[src/rtl/knight_move_collector.sv]
// knight_move_collector: walks the 8 knight directions for one square through
// the knight spot scanner and builds a legal-destination mask and move count.
// Optional build macro: KNIGHT_CAPTURE_MASK_EN adds the capture_mask output.
//
// state | meaning
// IDLE  | waiting for start; results of the last scan held
// ISSUE | scan_direction presented to the scanner
// WAIT  | extra scanner latency cycles (SCAN_LATENCY-1)
// EVAL  | scanner result sampled and folded into the mask
// DONE  | one-cycle done pulse
module knight_move_collector #(
    parameter int SCAN_LATENCY = 1
) (
    input  logic        clk,
    input  logic        rst,
    input  logic        start,
    input  logic [5:0]  square,
    input  logic        side,
    output logic [5:0]  scan_position,
    output logic [2:0]  scan_direction,
    input  logic [5:0]  scan_pos_in,
    input  logic [3:0]  scan_piece_in,
    output logic        busy,
    output logic        done,
    output logic [63:0] move_mask,
    output logic [3:0]  move_count,
    output logic        scan_err
`ifdef KNIGHT_CAPTURE_MASK_EN
    ,
    output logic [63:0] capture_mask
`endif
);

    typedef enum logic [2:0] {S_IDLE, S_ISSUE, S_WAIT, S_EVAL, S_DONE} state_t;

    localparam int WAIT_LOAD = (SCAN_LATENCY > 1) ? SCAN_LATENCY - 2 : 0;

    state_t      state, state_nxt;
    logic [7:0]  wait_cnt;
    logic        side_q;
    logic [2:0]  file, rank;
    logic [6:0]  offset;
    logic [6:0]  target;
    logic        tgt_ok;
    logic        pos_match;
    logic        own_piece;

    // State register
    always_ff @(posedge clk or posedge rst) begin
        if (rst) state <= S_IDLE;
        else     state <= state_nxt;
    end

    // Next-state logic
    always_comb begin
        state_nxt = state;
        case (state)
            S_IDLE:  if (start) state_nxt = S_ISSUE;
            S_ISSUE: state_nxt = (SCAN_LATENCY > 1) ? S_WAIT : S_EVAL;
            S_WAIT:  if (wait_cnt == 8'd0) state_nxt = S_EVAL;
            S_EVAL:  state_nxt = (scan_direction == 3'd7) ? S_DONE : S_ISSUE;
            S_DONE:  state_nxt = S_IDLE;
            default: state_nxt = S_IDLE;
        endcase
    end

    assign busy = (state == S_ISSUE) || (state == S_WAIT) || (state == S_EVAL);
    assign done = (state == S_DONE);

    // Target square and on-board check; invalid targets never reach the mask so no wrap
    always_comb begin
        file   = scan_position[2:0];
        rank   = scan_position[5:3];
        offset = 7'd0;
        tgt_ok = 1'b0;
        case (scan_direction)
            3'd0: begin offset = -7'sd17; tgt_ok = (file >= 3'd1) && (rank >= 3'd2); end
            3'd1: begin offset = -7'sd10; tgt_ok = (file >= 3'd2) && (rank >= 3'd1); end
            3'd2: begin offset =  7'sd6;  tgt_ok = (file >= 3'd2) && (rank <= 3'd6); end
            3'd3: begin offset =  7'sd15; tgt_ok = (file >= 3'd1) && (rank <= 3'd5); end
            3'd4: begin offset =  7'sd17; tgt_ok = (file <= 3'd6) && (rank <= 3'd5); end
            3'd5: begin offset =  7'sd10; tgt_ok = (file <= 3'd5) && (rank <= 3'd6); end
            3'd6: begin offset = -7'sd6;  tgt_ok = (file <= 3'd5) && (rank >= 3'd1); end
            default: begin offset = -7'sd15; tgt_ok = (file <= 3'd6) && (rank >= 3'd2); end
        endcase
        target    = {1'b0, scan_position} + offset;
        pos_match = (scan_pos_in == target[5:0]);
        own_piece = (scan_piece_in != 4'd0) && (scan_piece_in[3] == side_q);
    end

    // Capture, direction stepping, latency timer and result accumulation
    always_ff @(posedge clk or posedge rst) begin
        if (rst) begin
            scan_position  <= 6'd0;
            scan_direction <= 3'd0;
            side_q         <= 1'b0;
            wait_cnt       <= 8'd0;
            move_mask      <= 64'd0;
            move_count     <= 4'd0;
            scan_err       <= 1'b0;
`ifdef KNIGHT_CAPTURE_MASK_EN
            capture_mask   <= 64'd0;
`endif
        end else begin
            case (state)
                S_IDLE: begin
                    if (start) begin
                        scan_position  <= square;
                        side_q         <= side;
                        scan_direction <= 3'd0;
                        move_mask      <= 64'd0;
                        move_count     <= 4'd0;
                        scan_err       <= 1'b0;
`ifdef KNIGHT_CAPTURE_MASK_EN
                        capture_mask   <= 64'd0;
`endif
                    end
                end
                S_ISSUE: wait_cnt <= WAIT_LOAD[7:0];
                S_WAIT:  if (wait_cnt != 8'd0) wait_cnt <= wait_cnt - 8'd1;
                S_EVAL: begin
                    if (tgt_ok) begin
                        if (!pos_match) begin
                            scan_err <= 1'b1;
                        end else if (!own_piece) begin
                            move_mask[target[5:0]] <= 1'b1;
                            move_count             <= move_count + 4'd1;
`ifdef KNIGHT_CAPTURE_MASK_EN
                            if (scan_piece_in != 4'd0) capture_mask[target[5:0]] <= 1'b1;
`endif
                        end
                    end
                    if (scan_direction != 3'd7) scan_direction <= scan_direction + 3'd1;
                end
                default: ;
            endcase
        end
    end

endmodule

[config.mk]
export PLATFORM = sky130hd
export DESIGN_NAME = knight_move_collector
export DESIGN_NICKNAME = d
export VERILOG_FILES = /design/src/rtl/knight_move_collector.sv
export SDC_FILE = /design/constraint.sdc
export NUM_CORES = 1
export LEC_CHECK = 0
export BUFFER_PORTS_ARGS = -buffer_cell sky130_fd_sc_hd__clkbuf_2
export CAP_MARGIN = 0
export CORE_MARGIN = 3
export CORE_UTILIZATION = 56
export DETAILED_ROUTE_END_ITERATION = 12
export PLACE_DENSITY = 0.82
export SLEW_MARGIN = 5
export SYNTH_ARGS = -nofsm -noshare
export SYNTH_HDL_FRONTEND = slang
export SYNTH_SLANG_ARGS = --single-unit
[constraint.sdc]
create_clock -name clk -period 6.4 [get_ports clk]
set_input_delay 1.28 -clock clk [delete_from_list [all_inputs] [get_ports clk]]
set_output_delay 1.28 -clock clk [all_outputs]
set_load 0.1 [all_outputs]
# Yosys cells after proc, flatten, opt, wreduce, memory -nomap -nowiden

Cells that the tools add are included.

Add/subtract/negate cells: 4
Magnitude comparators: 10
Equal/unequal tests: 22
Mux-type cells: 27
Bitwise logic cells: 1
Reductions and logical operators: 25

Operators with widths:

| operator                                                              | number |
|---|---|
| 64-bit two-way mux                                                    | 4 |
| 64-bit case mux with 2 select lines                                   | 1 |
| 64-bit bitwise OR                                                     | 1 |
| 6-bit case mux with 7 select lines                                    | 1 |
| 4-bit two-way mux                                                     | 4 |
| 8-bit case mux with 2 select lines                                    | 1 |
| 3-bit equality test, second input constant                            | 5 |
| 3-bit two-way mux                                                     | 5 |
| 3-bit by 2-bit equality test with 1-bit output, second input constant | 4 |
| 3-bit less-or-equal comparator, second input constant                 | 4 |
| 2-bit != test, second input constant                                  | 6 |
| 3-bit case mux with 4 select lines                                    | 1 |
| 1-bit logical AND                                                     | 10 |
| 8-bit zero test                                                       | 1 |
| 8-bit two-way mux                                                     | 1 |
| 4-bit case mux with 2 select lines                                    | 1 |
| 8-bit nonzero test                                                    | 1 |
| 8-bit by 1-bit subtractor with 8-bit output, second input constant    | 1 |
| 6-bit by 7-bit < comparator with 1-bit output, second input constant  | 1 |
| 1-bit case mux with 7 select lines                                    | 1 |
| 6-bit adder                                                           | 1 |
| 1-bit demux with 6-bit select                                         | 1 |
| 3-bit by 1-bit equality test with 1-bit output, second input constant | 2 |
| 6-bit equality test                                                   | 1 |
| 19 further kinds                                                      | 30 |

Flip-flop bits (word level): 90
Input bits: 20
Output and inout bits: 80

# Longest topological paths before layout

Gate-level depths: netlist of the first run.

Depth in word-level cells: 12
Depth in mapped cells: 12
Gate-level depth less buffers: 12

# Least setup slack after synthesis of the first run

Ideal clock, no wire load.

Path kind: reg2reg
Start point: register scan_direction[2]
End point: register move_count[3]
Setup time: 0.131 ns
Arrival time: 3.810 ns
Data required time: 6.269 ns
Setup slack: 2.459 ns
Stages on the path, launching flop included: 13
Period minus slack after synthesis: 3.941 ns
Path through: dfrtp_1 > buf_6 > inv_1 > ha_1 > nor2_2 > nand3b_1 > fa_1 > xnor2_2 > xnor2_1 > nor3_1 > o211ai_1 > o311a_1 > or3_1

Longest elaborated chain between the ends: 6
Elaborated cells between the ends (all ways): 14
Those cells by class: add/sub: 1; eq/ne: 9; mux: 2; reduce/logical: 2

Ends and longest elaborated chain:

| element                                     | line | text |
|---|---|---|
| start, declared                             | 20   | `output logic [2:0] scan_direction,` |
| start signal, assigned                      | 133  | `if (scan_direction != 3'd7) scan_direction <= scan_direction + 3'd1;` |
| 3-bit equality test (tied with other cells) | 76   | `case (scan_direction)` |
| 6-bit case mux with 7 select lines          | 76   |  |
| 6-bit adder                                 | 86   | `target = {1'b0, scan_position} + offset;` |
| 6-bit equality test                         | 87   | `pos_match = (scan_pos_in == target[5:0]);` |
| 2-bit != test (no source line)              | -    |  |
| 5-bit AND reduction (no source line) (*)    | -    |  |
| end signal, assigned                        | 127  | `move_count <= move_count + 4'd1;` |
| end, declared                               | 26   | `output logic [3:0] move_count,` |

Mark *: on every way between the ends. The rest lies on a longest branch, timed or not.
A chain may end at the register's enable or synchronous reset.

# Final worst setup path of the first run

Start point: register scan_direction[2]
End point: register move_count[0]

Same word-level chain as after synthesis.

==> flow_summary.rst, run 1 <==
.. list-table::
   :header-rows: 1

   * - Metric
     - Value
   * - Register bit total from synthesis
     - 90
   * - Aggregate routed wire length
     - 10,210 um
   * - TritonCTS Sinks
     - 90
   * - Number of maximum-capacitance constraint violations
     - 0
   * - Wire length of the first global-routing pass
     - 16,570 um
   * - Number of flops mapped to enable cells by yosys
     - 0
   * - Top flip-flop cell by instance count after synthesis
     - sky130_fd_sc_hd__dfrtp_1
   * - Smallest setup slack after layout
     - between 2000 and 3000 ps
   * - Net count, final
     - about 530
   * - Cell leakage power
     - between 0.002 and 0.003 uW
   * - DRC errors left
     - 0
   * - Post_cts resized
     - 0
   * - Clock Root Buffer
     - sky130_fd_sc_hd__clkbuf_8
   * - Post-route non-filler standard cell count
     - 600
   * - Growth of design area from synthesis to finish
     - 17.12%
   * - Total number of H-tree levels
     - 3
   * - Clock input transition at the sequential cells of the worst setup and hold paths
     - 110 ps
   * - Hold buffers post-CTS
     - 0
   * - CP max-delay cell
     - sky130_fd_sc_hd__nor3_1
   * - Cell area after synthesis
     - 4420 um^2
   * - Maximum resistive drop on vdd
     - 0.0006659 V
   * - Sum of negative setup slack
     - 0 ps
   * - Crit-path cells
     - inv_1, ha_1, nor2_2, nand3b_1, fa_1, xnor2_2, xnor2_1, nor3_1, o211ai_1, nor3_1, mux2i_1
   * - Maximum clock frequency
     - 0.2576 GHz
   * - Crit path buf inv count
     - 1
   * - Number of different library cells in the post-synthesis netlist
     - 58
   * - Number of clock buffers inserted by TritonCTS
     - 9
   * - Maximum cell stage delay along the critical path
     - 570 ps
   * - CTS tree
     - yes
   * - Total half-perimeter wirelength after legalization and detailed placement
     - 7357 um
   * - Vias per std cell
     - a little under 6
   * - GRT Total Usage
     - 0.2374
   * - Count of final hold-check violations
     - 0
   * - Number of buffers on the longest clock path
     - 2
   * - Detailed-route wire length per cell
     - 17.02 um
   * - Worst clock skew
     - 15.66 ps
   * - PwrDens
     - 530.8 nW/um^2
   * - Die Footprint
     - 8996 um^2
   * - Sequential-to-total area share from yosys stat
     - 0.5095
   * - Req. time, crit path
     - 6680 ps
   * - Overall via count from detail_route
     - roughly 3,600
   * - Horiz. Die Dim
     - between 90 and 100 um
   * - Kind of start point of the critical path
     - register
   * - Fill cell total of the finished layout
     - between 500 and 600
   * - Kind of path behind the tightest hold check
     - reg -> reg
   * - Kind of end point of the critical path
     - register
   * - Die Span Y
     - 94.85 um
   * - Post-Synthesis Mean Instance Area
     - 11.08 um^2
   * - Boundary Pins
     - 100
   * - Initial drt markers
     - 179
   * - Number of slew-limit violations in the final report
     - 0
   * - Ratio of final minimum period to clock period
     - 0.6067
   * - RSZ-0062 raised after global routing
     - false
   * - Starting utilization of the core area
     - 0.5936
   * - Placement Rows
     - 31
   * - Total of warnings raised by yosys
     - 0
   * - Cell total after placement
     - 584
   * - Placement Setup Slack
     - about 2600 ps
   * - Setup violations, final
     - 0
   * - Gate count after technology mapping
     - 399
   * - Final critical-path required period
     - a little under 4000 ps
   * - Aggregate global routing overflow
     - 0
   * - Family of cells with the greatest summed delay on the critical path
     - simple AND/OR/NAND/NOR gates
   * - Iteration count of the initial detailed-routing pass
     - 5
   * - Crit Path Class
     - reg -> reg
   * - PortBufs
     - slightly below 100
   * - Largest net degree at the start of global routing
     - between 90 and 100
   * - Diode insertion count for antenna repair
     - 0
   * - Number of buffers added for setup after CTS
     - 0
   * - Transition time at the pin with the least slew margin
     - ~1100 ps
   * - Cell repeated most along the worst path
     - sky130_fd_sc_hd__nor3_1
   * - Arrival time reported for the critical path endpoint
     - 4170 ps
   * - Nets in the synthesized netlist
     - about 430
   * - Number of global-route vias before repair
     - ~3,300
   * - Final weighted congestion in routability-driven placement
     - between 0.8 and 0.9
   * - Async set-or-reset flop fraction in the synthesized netlist
     - 1.000
   * - Standard cell core area
     - 7447 um^2
   * - Antenna violations before repair
     - 0
   * - Antenna viol nets, final
     - 0
   * - Latest clock arrival within the worst-skew pair
     - 360 ps
   * - Worst slew margin
     - 0.2368
   * - Share of final-layout standard cells stronger than drive strength 1
     - 0.2914
   * - Largest driver fanout on the critical path
     - 12
   * - Run status
     - completed
[synth_stat cells (2+ instances only)]
master,instances,area [um^2]
sky130_fd_sc_hd__dfrtp_1,90,2252
sky130_fd_sc_hd__a22o_1,40,350.3
sky130_fd_sc_hd__nand2_1,37,138.9
sky130_fd_sc_hd__o21ai_1,21,105.1
sky130_fd_sc_hd__nor2_1,19,71.32
sky130_fd_sc_hd__nor3_1,16,80.08
sky130_fd_sc_hd__ha_1,14,175.2
sky130_fd_sc_hd__inv_1,12,45.04
sky130_fd_sc_hd__or3_1,11,68.82
sky130_fd_sc_hd__xnor2_1,11,96.34
sky130_fd_sc_hd__clkbuf_1,10,37.54
sky130_fd_sc_hd__nand3_1,9,45.04
sky130_fd_sc_hd__nor4_1,8,50.05
sky130_fd_sc_hd__mux2_2,7,78.83
sky130_fd_sc_hd__or4_1,7,52.55
sky130_fd_sc_hd__nand2b_1,5,31.28
sky130_fd_sc_hd__and2_1,4,25.02
sky130_fd_sc_hd__nor3_2,4,40.04
sky130_fd_sc_hd__o21ai_2,4,35.03
sky130_fd_sc_hd__o31ai_1,4,30.03
sky130_fd_sc_hd__xor2_1,4,35.03
sky130_fd_sc_hd__a21o_1,3,22.52
sky130_fd_sc_hd__a21oi_1,3,15.01
sky130_fd_sc_hd__and3_1,3,18.77
sky130_fd_sc_hd__buf_2,3,15.01
sky130_fd_sc_hd__mux2i_1,3,30.03
sky130_fd_sc_hd__nor4_4,3,63.81
sky130_fd_sc_hd__o21ai_0,3,15.01
sky130_fd_sc_hd__or2_2,3,18.77
sky130_fd_sc_hd__a211o_1,2,17.52
sky130_fd_sc_hd__a311oi_1,2,17.52
sky130_fd_sc_hd__and4_1,2,17.52
sky130_fd_sc_hd__buf_6,2,22.52
sky130_fd_sc_hd__nand3b_1,2,15.01
sky130_fd_sc_hd__nor3b_1,2,15.01
sky130_fd_sc_hd__o211ai_1,2,15.01
sky130_fd_sc_hd__o311a_1,2,20.02
sky130_fd_sc_hd__or2_1,2,12.51
[metrics by stage]
step / hold slack, ps / total power, uW / area, um^2 / utilization
global route: 526.2 / 2933 / 5177 / 0.6952
floorplan: 483.7 / 2090 / 4420 / -
finish: 493.8 / 2748 / 5177 / 0.6952
global placement: 467.3 / 2317 / 4981 / 0.6689
detailed placement: 473.3 / 2367 / 4981 / 0.6689
CTS: 493.6 / 2751 / 5177 / 0.6952
[area by class of cell]
cell class / count / area, um^2 / share of cell area
clock buffers: 9 / 123.9 / 0.02392
clock inverters: 7 / 72.57 / 0.01402
inverters: 12 / 46.29 / 0.008942
multi-input cells: 282 / 2048 / 0.3956
flip-flops and latches: 90 / 2252 / 0.4350
well taps: 99 / 123.9 / 0.02392
repair buffers: 101 / 510.5 / 0.09860
[state kept, by name, indices dropped and copies added (netlist names)]
signal / flops
move_count: 4
scan_err: 1
wait_cnt: 8
side_q: 1
move_mask: 64
scan_position: 6
state: 3
scan_direction: 3
[cell families (layout without fill, tap and decap cells)]
logic type / after synthesis / in the layout / synth area share
flip-flops: 90 / 90 / 0.5095
XOR/XNOR: 18 / 18 / 0.04246
AO/OA/AOI/OAI: 97 / 97 / 0.1704
buffers and inverters: 27 / 129 / 0.02717
multiplexers: 10 / 10 / 0.02463
adder cells (fa/ha/maj): 15 / 15 / 0.04416
AND/OR/NAND/NOR: 142 / 142 / 0.1817
[final timing paths]
path                               endpoint               from  slack [ps]  depth (start not counted)
hold / removal                move_mask[33]      move_mask[33]         490                          2
hold reg to reg               move_mask[33]      move_mask[33]         490                          2
setup reg to reg              move_count[0]  scan_direction[2]        2520                         11
min in group asynchronous     move_mask[62]                rst        1220                          3
setup / recovery              move_count[0]  scan_direction[2]        2520                         11
max in group asynchronous  scan_position[2]                rst        4450                          3
[cell usage in the layout (no fill, tap or decap), drive strengths merged, types with 2 or more instances in the layout]
cell type	instances
nand3	9
clkinv	4
nor3b	2
a211o	2
xor2	5
xnor2	12
and3	3
mux2i	3
ha	14
a21oi	3
o311a	2
nor2	20
nor4	11
or2	5
and2	4
buf	2
nand2	37
and4	2
or3	11
nand3b	2
a21o	3
o32ai	2
a311oi	2
nor3	20
dfrtp	90
nand2b	5
o31ai	4
o21ai	29
clkbuf	108
mux2	7
o211ai	3
inv	14
or4	7
a22o	40
[worst reg2reg max path, stage by stage (launching register included)]
cell                       delay [ps]
sky130_fd_sc_hd__dfrtp_1          560
sky130_fd_sc_hd__inv_1            130
sky130_fd_sc_hd__ha_1             290
sky130_fd_sc_hd__nor2_2           170
sky130_fd_sc_hd__nand3b_1         180
sky130_fd_sc_hd__fa_1             490
sky130_fd_sc_hd__xnor2_2          290
sky130_fd_sc_hd__xnor2_1          140
sky130_fd_sc_hd__nor3_1           430
sky130_fd_sc_hd__o211ai_1         280
sky130_fd_sc_hd__nor3_1           570
sky130_fd_sc_hd__mux2i_1          280
[where the power goes]
group          switching (uW)  total [uW]  leakage [uW]  internal (uW)
Clock                     228         380     0.0000966            153
Combinational            1190        1650       0.00120            463
Sequential               88.4         717       0.00123            629
[per-layer routing]
metal  vias to the layer above  part of all wire  GRT usage
li1                       1674                 -          -
met5                         -                 0          0
met2                       120              0.47     0.3576
met4                         0             0.014    0.06370
met1                      1765              0.45     0.3444
met3                        13             0.069    0.05976
Note: power is estimated with default switching activity, not from simulation.
==> run 2: changes to the inputs <==
Settings changed: ABC_AREA set to 1, CORE_UTILIZATION 56 to 51, PLACE_DENSITY 0.82 to 0.77.
Clock period 6.4 ns to 3.45 ns, I/O delays scaled along.
==> flow_summary.rst, run 2 <==
.. list-table::
   :header-rows: 1

   * - Metric
     - Value
   * - Run status
     - completed
   * - GRT Total Usage
     - 0.2497 (+0.01224)
   * - Post-route non-filler standard cell count
     - 960 (+60%)
   * - Minimum setup slack among reg-to-reg paths
     - 220 ps (-2290 ps)
   * - Vias per std cell
     - 5.488 (-7.8%)
   * - Number of buffers added for setup after CTS
     - 0 (unchanged)
   * - Placement Rows
     - 37 (+19%)
   * - Smallest setup slack after layout
     - 224.5 ps (-2293 ps)
   * - Number of flops mapped to enable cells by yosys
     - 0 (unchanged)
   * - Worst slew margin
     - 0.4912 (+0.2544)
   * - Die Footprint
     - 11,940 um^2 (+33%)
   * - Most frequent standard cell in the layout excluding fill and tap cells
     - sky130_fd_sc_hd__nand2_1
   * - Largest net degree at the start of global routing
     - 73 (-20%)
   * - Placement Setup Slack
     - 233.8 ps (-2375 ps)
   * - Post-Synthesis Mean Instance Area
     - 7.469 um^2 (-33%)
   * - Most area-hungry cell type in the Yosys netlist
     - sky130_fd_sc_hd__dfrtp_1
   * - Final weighted congestion in routability-driven placement
     - 0.8663 (-0.39%)
   * - PortBufs
     - 99 (unchanged)
   * - Req. time, crit path
     - 3760 ps (-2920 ps)
   * - Number of clock buffers inserted by TritonCTS
     - 9 (unchanged)
   * - Count of final hold-check violations
     - 0 (unchanged)
   * - Wire length of the first global-routing pass
     - 23,710 um (+43%)
   * - Cell area after synthesis
     - 5438 um^2 (+23%)
   * - Standard cell core area
     - 10,320 um^2 (+39%)
   * - Commonest non-fill, non-tap cells in the layout
     - sky130_fd_sc_hd__nand2_1, sky130_fd_sc_hd__nand3_1, sky130_fd_sc_hd__clkbuf_2
   * - Final critical-path required period
     - 3225 ps (-657.3 ps)
   * - Sequential-to-total area share from yosys stat
     - 0.4142 (-0.09531)
   * - Top cell types by occurrence after synthesis
     - sky130_fd_sc_hd__nand2_1, sky130_fd_sc_hd__nand3_1, sky130_fd_sc_hd__dfrtp_1
   * - Register bit total from synthesis
     - 90 (unchanged)
   * - Kind of path behind the tightest hold check
     - in -> async
   * - Latest clock arrival within the worst-skew pair
     - 370 ps (about the same)
   * - Gate count after technology mapping
     - 728 (+82%)
   * - Clock input transition at the sequential cells of the worst setup and hold paths
     - 90 ps (-20 ps)
   * - Iteration count of the initial detailed-routing pass
     - 5 (unchanged)
   * - Worst setup path startpoint
     - scan_direction[0]
   * - Transition time at the pin with the least slew margin
     - 763.2 ps (-372.9 ps)
   * - Nets in the synthesized netlist
     - 763 (+76%)
   * - Antenna violations before repair
     - 0 (unchanged)
   * - Top flip-flop cell by instance count after synthesis
     - sky130_fd_sc_hd__dfrtp_1
   * - Diode insertion count for antenna repair
     - 0 (unchanged)
   * - Growth of design area from synthesis to finish
     - 14.36%
   * - RSZ-0062 raised after global routing
     - false
   * - CTS tree
     - yes
   * - Total number of H-tree levels
     - 3 (unchanged)
   * - Number of global-route vias before repair
     - 4,930 (+48%)
   * - Largest driver fanout on the critical path
     - 17 (+5)
   * - Cells taking the most area after synthesis
     - sky130_fd_sc_hd__dfrtp_1, sky130_fd_sc_hd__nand2_1, sky130_fd_sc_hd__nand3_1, sky130_fd_sc_hd__inv_1, sky130_fd_sc_hd__nor2_1
   * - Number of slew-limit violations in the final report
     - 0 (unchanged)
   * - TritonCTS Sinks
     - 90 (unchanged)
   * - Boundary Pins
     - 100 (unchanged)
   * - Kind of start point of the critical path
     - register
   * - Number of maximum-capacitance constraint violations
     - 0 (unchanged)
   * - Die Span Y
     - 109.3 um (+15%)
   * - Maximum clock frequency
     - 0.3100 GHz (+20%)
   * - DRC errors left
     - 0 (unchanged)
   * - Kind of end point of the critical path
     - register
   * - Total of warnings raised by yosys
     - 0 (unchanged)
   * - Aggregate routed wire length
     - 14,390 um (+41%)
   * - Horiz. Die Dim
     - 109.3 um (+15%)
   * - Detailed-route wire length per cell
     - 14.99 um (-12%)
   * - Number of flip-flops under the largest register name
     - 64 (unchanged)
   * - Arrival time reported for the critical path endpoint
     - 3540 ps (-630 ps)
   * - Setup violations, final
     - 0 (unchanged)
   * - Area share of the largest cell type after synthesis
     - 0.4142 (-0.09531)
   * - Largest registers
     - move_mask x64, wait_cnt x8, scan_position x6
   * - Initial drt markers
     - 353 (+97%)
   * - Aggregate global routing overflow
     - 0 (unchanged)
   * - Most numerous cell in the Yosys netlist
     - sky130_fd_sc_hd__nand2_1
   * - Sum of negative setup slack
     - 0 ps (unchanged)
   * - Number of different library cells in the post-synthesis netlist
     - 43 (-26%)
   * - Antenna viol nets, final
     - 0 (unchanged)
   * - Worst clock skew
     - 11.37 ps (-4.289 ps)
   * - Crit Path Class
     - reg -> reg
   * - Cell total after placement
     - 943 (+61%)
   * - Share of final-layout standard cells stronger than drive strength 1
     - 0.2002 (-0.09117)
   * - Clock Root Buffer
     - sky130_fd_sc_hd__clkbuf_8
   * - Net count, final
     - 854 (+61%)
   * - Number of buffers on the longest clock path
     - 2 (unchanged)
   * - Async set-or-reset flop fraction in the synthesized netlist
     - 1.000 (unchanged)
   * - Critical R2R Launch
     - scan_direction[0]
   * - Ratio of final minimum period to clock period
     - 0.9349 (+0.3282)
   * - Starting utilization of the core area
     - 0.5267 (-0.06686)
   * - Overall via count from detail_route
     - 5,268 (+47%)
   * - Total half-perimeter wirelength after legalization and detailed placement
     - 9984 um (+36%)
   * - Register bank with the most flops
     - move_mask
==> run 2: cell types whose count changed after synthesis, moves of 10 or more <==
cell and change:
sky130_fd_sc_hd__nand4_1 +32, sky130_fd_sc_hd__a22o_1 -40, sky130_fd_sc_hd__inv_1 +66, sky130_fd_sc_hd__or3_1 -10, sky130_fd_sc_hd__nor2_1 +45, sky130_fd_sc_hd__o21ai_1 -21, sky130_fd_sc_hd__a21oi_1 +35, sky130_fd_sc_hd__nand2_1 +161
sky130_fd_sc_hd__nand3_1 +96
==> run 2: stage by stage <==
stage / area (um^2) / hold WS, ps / util
floorplan: 5440 / 433.4 / -
global placement: 5979 / 445.8 / 0.5792
detailed placement: 5979 / 455.3 / 0.5792
CTS: 6198 / 411.2 / 0.6004
global route: 6218 / 437.0 / 0.6024
finish: 6218 / 400.6 / 0.6024
==> run 2: final timing paths <==
path / to / cells past startpoint
min in group clk: wait_cnt[5] / 1
worst min register to register: wait_cnt[5] / 1
worst max register to register: move_mask[10] / 16
max in group asynchronous: scan_direction[2] / 3
worst max-delay path: move_mask[10] / 16
worst min-delay path: move_mask[18] / 2
==> run 2: layout make-up <==
class                           count  area (um^2)
Clock buffer                       11        141.4
Clock inverter                      5        77.57
Fill cell                         946         4105
Inverter                           86        329.1
Multi-Input combinational cell    519         2629
Sequential cell                    90         2255
Tap cell                          136        170.2
Timing Repair Buffer              113        616.8
==> run 2: routing by layer <==
metal | global-route usage | vias up | routed length [um]
met3 | 0.05329 | 22 | 1122
li1 | - | 2536 | -
met4 | 0.07658 | 0 | 201
met1 | 0.3453 | 2497 | 6284
met5 | 0 | - | 0
met2 | 0.3943 | 213 | 6780
==> run 2: timing repair <==
action                     4_1_cts  5_1_grt
resized for setup                0        3
setup endpoints to repair        0       43
hold buffers                     0        0
==> run 2: cell families after synthesis <==
family          synth area share
compound gates           0.06581
xor+xnor                0.008055
fa+ha+maj                0.03590
buf+inv                   0.1065
flops                     0.4142
simple gates              0.3695
==> run 2: worst max-delay path, cell delays in order, from the launching register on <==
cell	delay, ps
sky130_fd_sc_hd__dfrtp_2	430
sky130_fd_sc_hd__ha_1	220
sky130_fd_sc_hd__ha_1	220
sky130_fd_sc_hd__inv_1	90
sky130_fd_sc_hd__nand2_1	60
sky130_fd_sc_hd__inv_1	60
sky130_fd_sc_hd__nand2_1	110
sky130_fd_sc_hd__fa_2	610
sky130_fd_sc_hd__xnor2_1	130
sky130_fd_sc_hd__nand2_1	120
sky130_fd_sc_hd__nor2_4	120
sky130_fd_sc_hd__nand3_2	90
sky130_fd_sc_hd__nor2_4	120
sky130_fd_sc_hd__nand3_4	150
sky130_fd_sc_hd__nor2_4	410
sky130_fd_sc_hd__nand3_1	130
sky130_fd_sc_hd__nand2_1	90
Power of run 2 is left out: the tool's default activity adds up to more than one toggle a clock period on the data nets, which glitch-free logic cannot reach.
==> run 3: changes to the inputs <==
Settings changed: CORE_MARGIN 3 to 4, GPL_TIMING_DRIVEN set to 0.
==> flow_summary.rst, run 3 (same netlist as run 2, synthesis figures left out) <==
.. list-table::
   :header-rows: 1

   * - Metric
     - Value
   * - Cell total after placement
     - 964 (+2.2%)
   * - DRC errors left
     - 0 (unchanged)
   * - PortBufs
     - 99 (unchanged)
   * - Kind of start point of the critical path
     - register
   * - Largest net degree at the start of global routing
     - 68 (-6.8%)
   * - Starting utilization of the core area
     - 0.5244 (-0.002351)
   * - Crit Path Class
     - reg -> reg
   * - Kind of path behind the tightest hold check
     - in -> async
   * - Final weighted congestion in routability-driven placement
     - 0.8851 (+2.2%)
   * - Clock input transition at the sequential cells of the worst setup and hold paths
     - 90 ps (about the same)
   * - Worst slew margin
     - 0.4460 (-0.04518)
   * - Worst clock skew
     - 9.631 ps (-1.736 ps)
   * - Number of flip-flops under the largest register name
     - 64 (unchanged)
   * - RSZ-0062 raised after global routing
     - false
   * - Fill cell total of the finished layout
     - 924 (-2.3%)
   * - Number of maximum-capacitance constraint violations
     - 0 (unchanged)
   * - Total number of H-tree levels
     - 3 (unchanged)
   * - Growth of design area from synthesis to finish
     - 16.61%
   * - Setup violations, final
     - 0 (unchanged)
   * - Share of final-layout standard cells stronger than drive strength 1
     - 0.2038 (+0.003549)
   * - Antenna viol nets, final
     - 0 (unchanged)
   * - Vias per std cell
     - 5.458 (-0.53%)
   * - Post-route non-filler standard cell count
     - 980 (+2.1%)
   * - Boundary Pins
     - 100 (unchanged)
   * - Aggregate routed wire length
     - 14,640 um (+1.8%)
   * - Maximum clock frequency
     - 0.3140 GHz (+1.3%)
   * - Number of clock buffers inserted by TritonCTS
     - 9 (unchanged)
   * - Initial drt markers
     - 365 (+3.4%)
   * - Number of global-route vias before repair
     - 5,177 (+5.0%)
   * - Die Span Y
     - 111.3 um (+1.8%)
   * - TritonCTS Sinks
     - 90 (unchanged)
   * - Number of buffers on the longest clock path
     - 2 (unchanged)
   * - Req. time, crit path
     - 3770 ps (about the same)
   * - Number of slew-limit violations in the final report
     - 0 (unchanged)
   * - Latest clock arrival within the worst-skew pair
     - 370 ps (about the same)
   * - Kind of end point of the critical path
     - register
   * - Wire length of the first global-routing pass
     - 24,510 um (+3.4%)
   * - Run status
     - completed
   * - Count of final hold-check violations
     - 0 (unchanged)
   * - Antenna violations before repair
     - 0 (unchanged)
   * - Most frequent standard cell in the layout excluding fill and tap cells
     - sky130_fd_sc_hd__nand2_1
   * - CP max-delay cell
     - sky130_fd_sc_hd__fa_2
   * - Register bank with the most flops
     - move_mask
   * - CTS tree
     - yes
   * - Crit-path cells
     - ha_1, ha_1, inv_1, nand2_1, inv_1, nand2_1, fa_2, xnor2_1, nand2_1, nor2_4, nand3_2, nor2_4, nand3_4, o21bai_4, buf_6, nand2_1, nand2_1
   * - Commonest non-fill, non-tap cells in the layout
     - sky130_fd_sc_hd__nand2_1, sky130_fd_sc_hd__nand3_1, sky130_fd_sc_hd__clkbuf_2
   * - Placement Rows
     - 37 (unchanged)
   * - Iteration count of the initial detailed-routing pass
     - 10 (+5)
   * - Die Footprint
     - 12,380 um^2 (+3.7%)
   * - Net count, final
     - 874 (+2.3%)
   * - Standard cell core area
     - 10,370 um^2 (+0.45%)
   * - Largest registers
     - move_mask x64, wait_cnt x8, scan_position x6
   * - Ratio of final minimum period to clock period
     - 0.9231 (-0.01183)
   * - Overall via count from detail_route
     - 5,349 (+1.5%)
   * - Transition time at the pin with the least slew margin
     - 824.7 ps (+61.43 ps)
   * - GRT Total Usage
     - 0.2377 (-0.01195)
   * - Final critical-path required period
     - 3185 ps (-40.82 ps)
   * - Aggregate global routing overflow
     - 0 (unchanged)
   * - Largest driver fanout on the critical path
     - 10 (-7)
   * - Clock Root Buffer
     - sky130_fd_sc_hd__clkbuf_8
   * - Diode insertion count for antenna repair
     - 0 (unchanged)
   * - Arrival time reported for the critical path endpoint
     - 3500 ps (-40 ps)
   * - Maximum cell stage delay along the critical path
     - 630 ps (+20 ps)
   * - Total half-perimeter wirelength after legalization and detailed placement
     - 10,990 um (+10%)
   * - Horiz. Die Dim
     - 111.3 um (+1.8%)
   * - Cell repeated most along the worst path
     - sky130_fd_sc_hd__nand2_1
   * - Hold buffers post-CTS
     - 0 (unchanged)
   * - Detailed-route wire length per cell
     - 14.94 um (-0.33%)
[run 3: cell count changes in the layout (fill, tap and decap cells not counted), sizes merged]
cell	change
clkbuf	+14
buf	+6
inv	+1
dlygate4sd1	+3
bufinv	-2
clkinv	-1
nor2	-1
[run 3: final cells by class]
cell class,instances,area [um^2],area share
timing repair buffer,100,523.0,0.08248
inverter,86,330.3,0.05209
buffer,34,251.5,0.03966
clock inverter,3,21.27,0.003354
multi-input combinational,518,2611,0.4118
sequential,90,2255,0.3556
tap,136,170.2,0.02684
clock buffer,13,178.9,0.02822
[run 3: path summary, 6_finish.rpt]
check / from / to / slack (ps) / depth (start not counted)
worst max register to register: scan_direction[0] / move_mask[48] / 270 / 17
max in group asynchronous: rst / move_mask[11] / 2570 / 3
worst max-delay path: scan_direction[0] / move_mask[48] / 270 / 17
worst min-delay path: rst / wait_cnt[6] / 260 / 2
min in group clk: wait_cnt[5] / wait_cnt[5] / 470 / 1
worst min register to register: wait_cnt[5] / wait_cnt[5] / 470 / 1
[run 3: critical path: cells and delay by family, from the launching register on]
kind / cells / cell delay (ps)
and+or+nand+nor: 9 / 890
xor gates and xnor gates: 1 / 140
buffers and inverters: 3 / 330
DFF: 1 / 430
adders and majority gates: 3 / 1080
AOI/OAI and AO/OA: 1 / 250
[run 3: what timing repair did]
| action | CTS | global route |
|---|---|---|
| gates resized for setup | 0 | 2 |
| setup buffers | 0 | 0 |
| endpoints found under the setup margin | 0 | 37 |
[run 3: metrics by stage]
stage | hold slack (ps) | utilization | setup TNS (ps) | setup WS, ps | area (um^2)
finish | 263.5 | 0.6115 | 0 | 265.3 | 6341
global route | 298.2 | 0.6115 | 0 | 19.43 | 6341
CTS | 270.6 | 0.6110 | 0 | 181.1 | 6336
global placement | 447.4 | 0.5888 | -44380 | -758.5 | 6106
floorplan | 433.4 | - | 0 | 17.63 | 5440
detailed placement | 467.1 | 0.5917 | 0 | 206.7 | 6136
[run 3: routing by layer]
layer / up-vias / GRT usage / wire length (um)
li1: 2578 / - / -
met1: 2577 / 0.3247 / 6569
met2: 175 / 0.3864 / 6977
met3: 19 / 0.04913 / 887
met4: 0 / 0.06326 / 207
met5: - / 0 / 0
Power of run 3 is left out for the same reason.
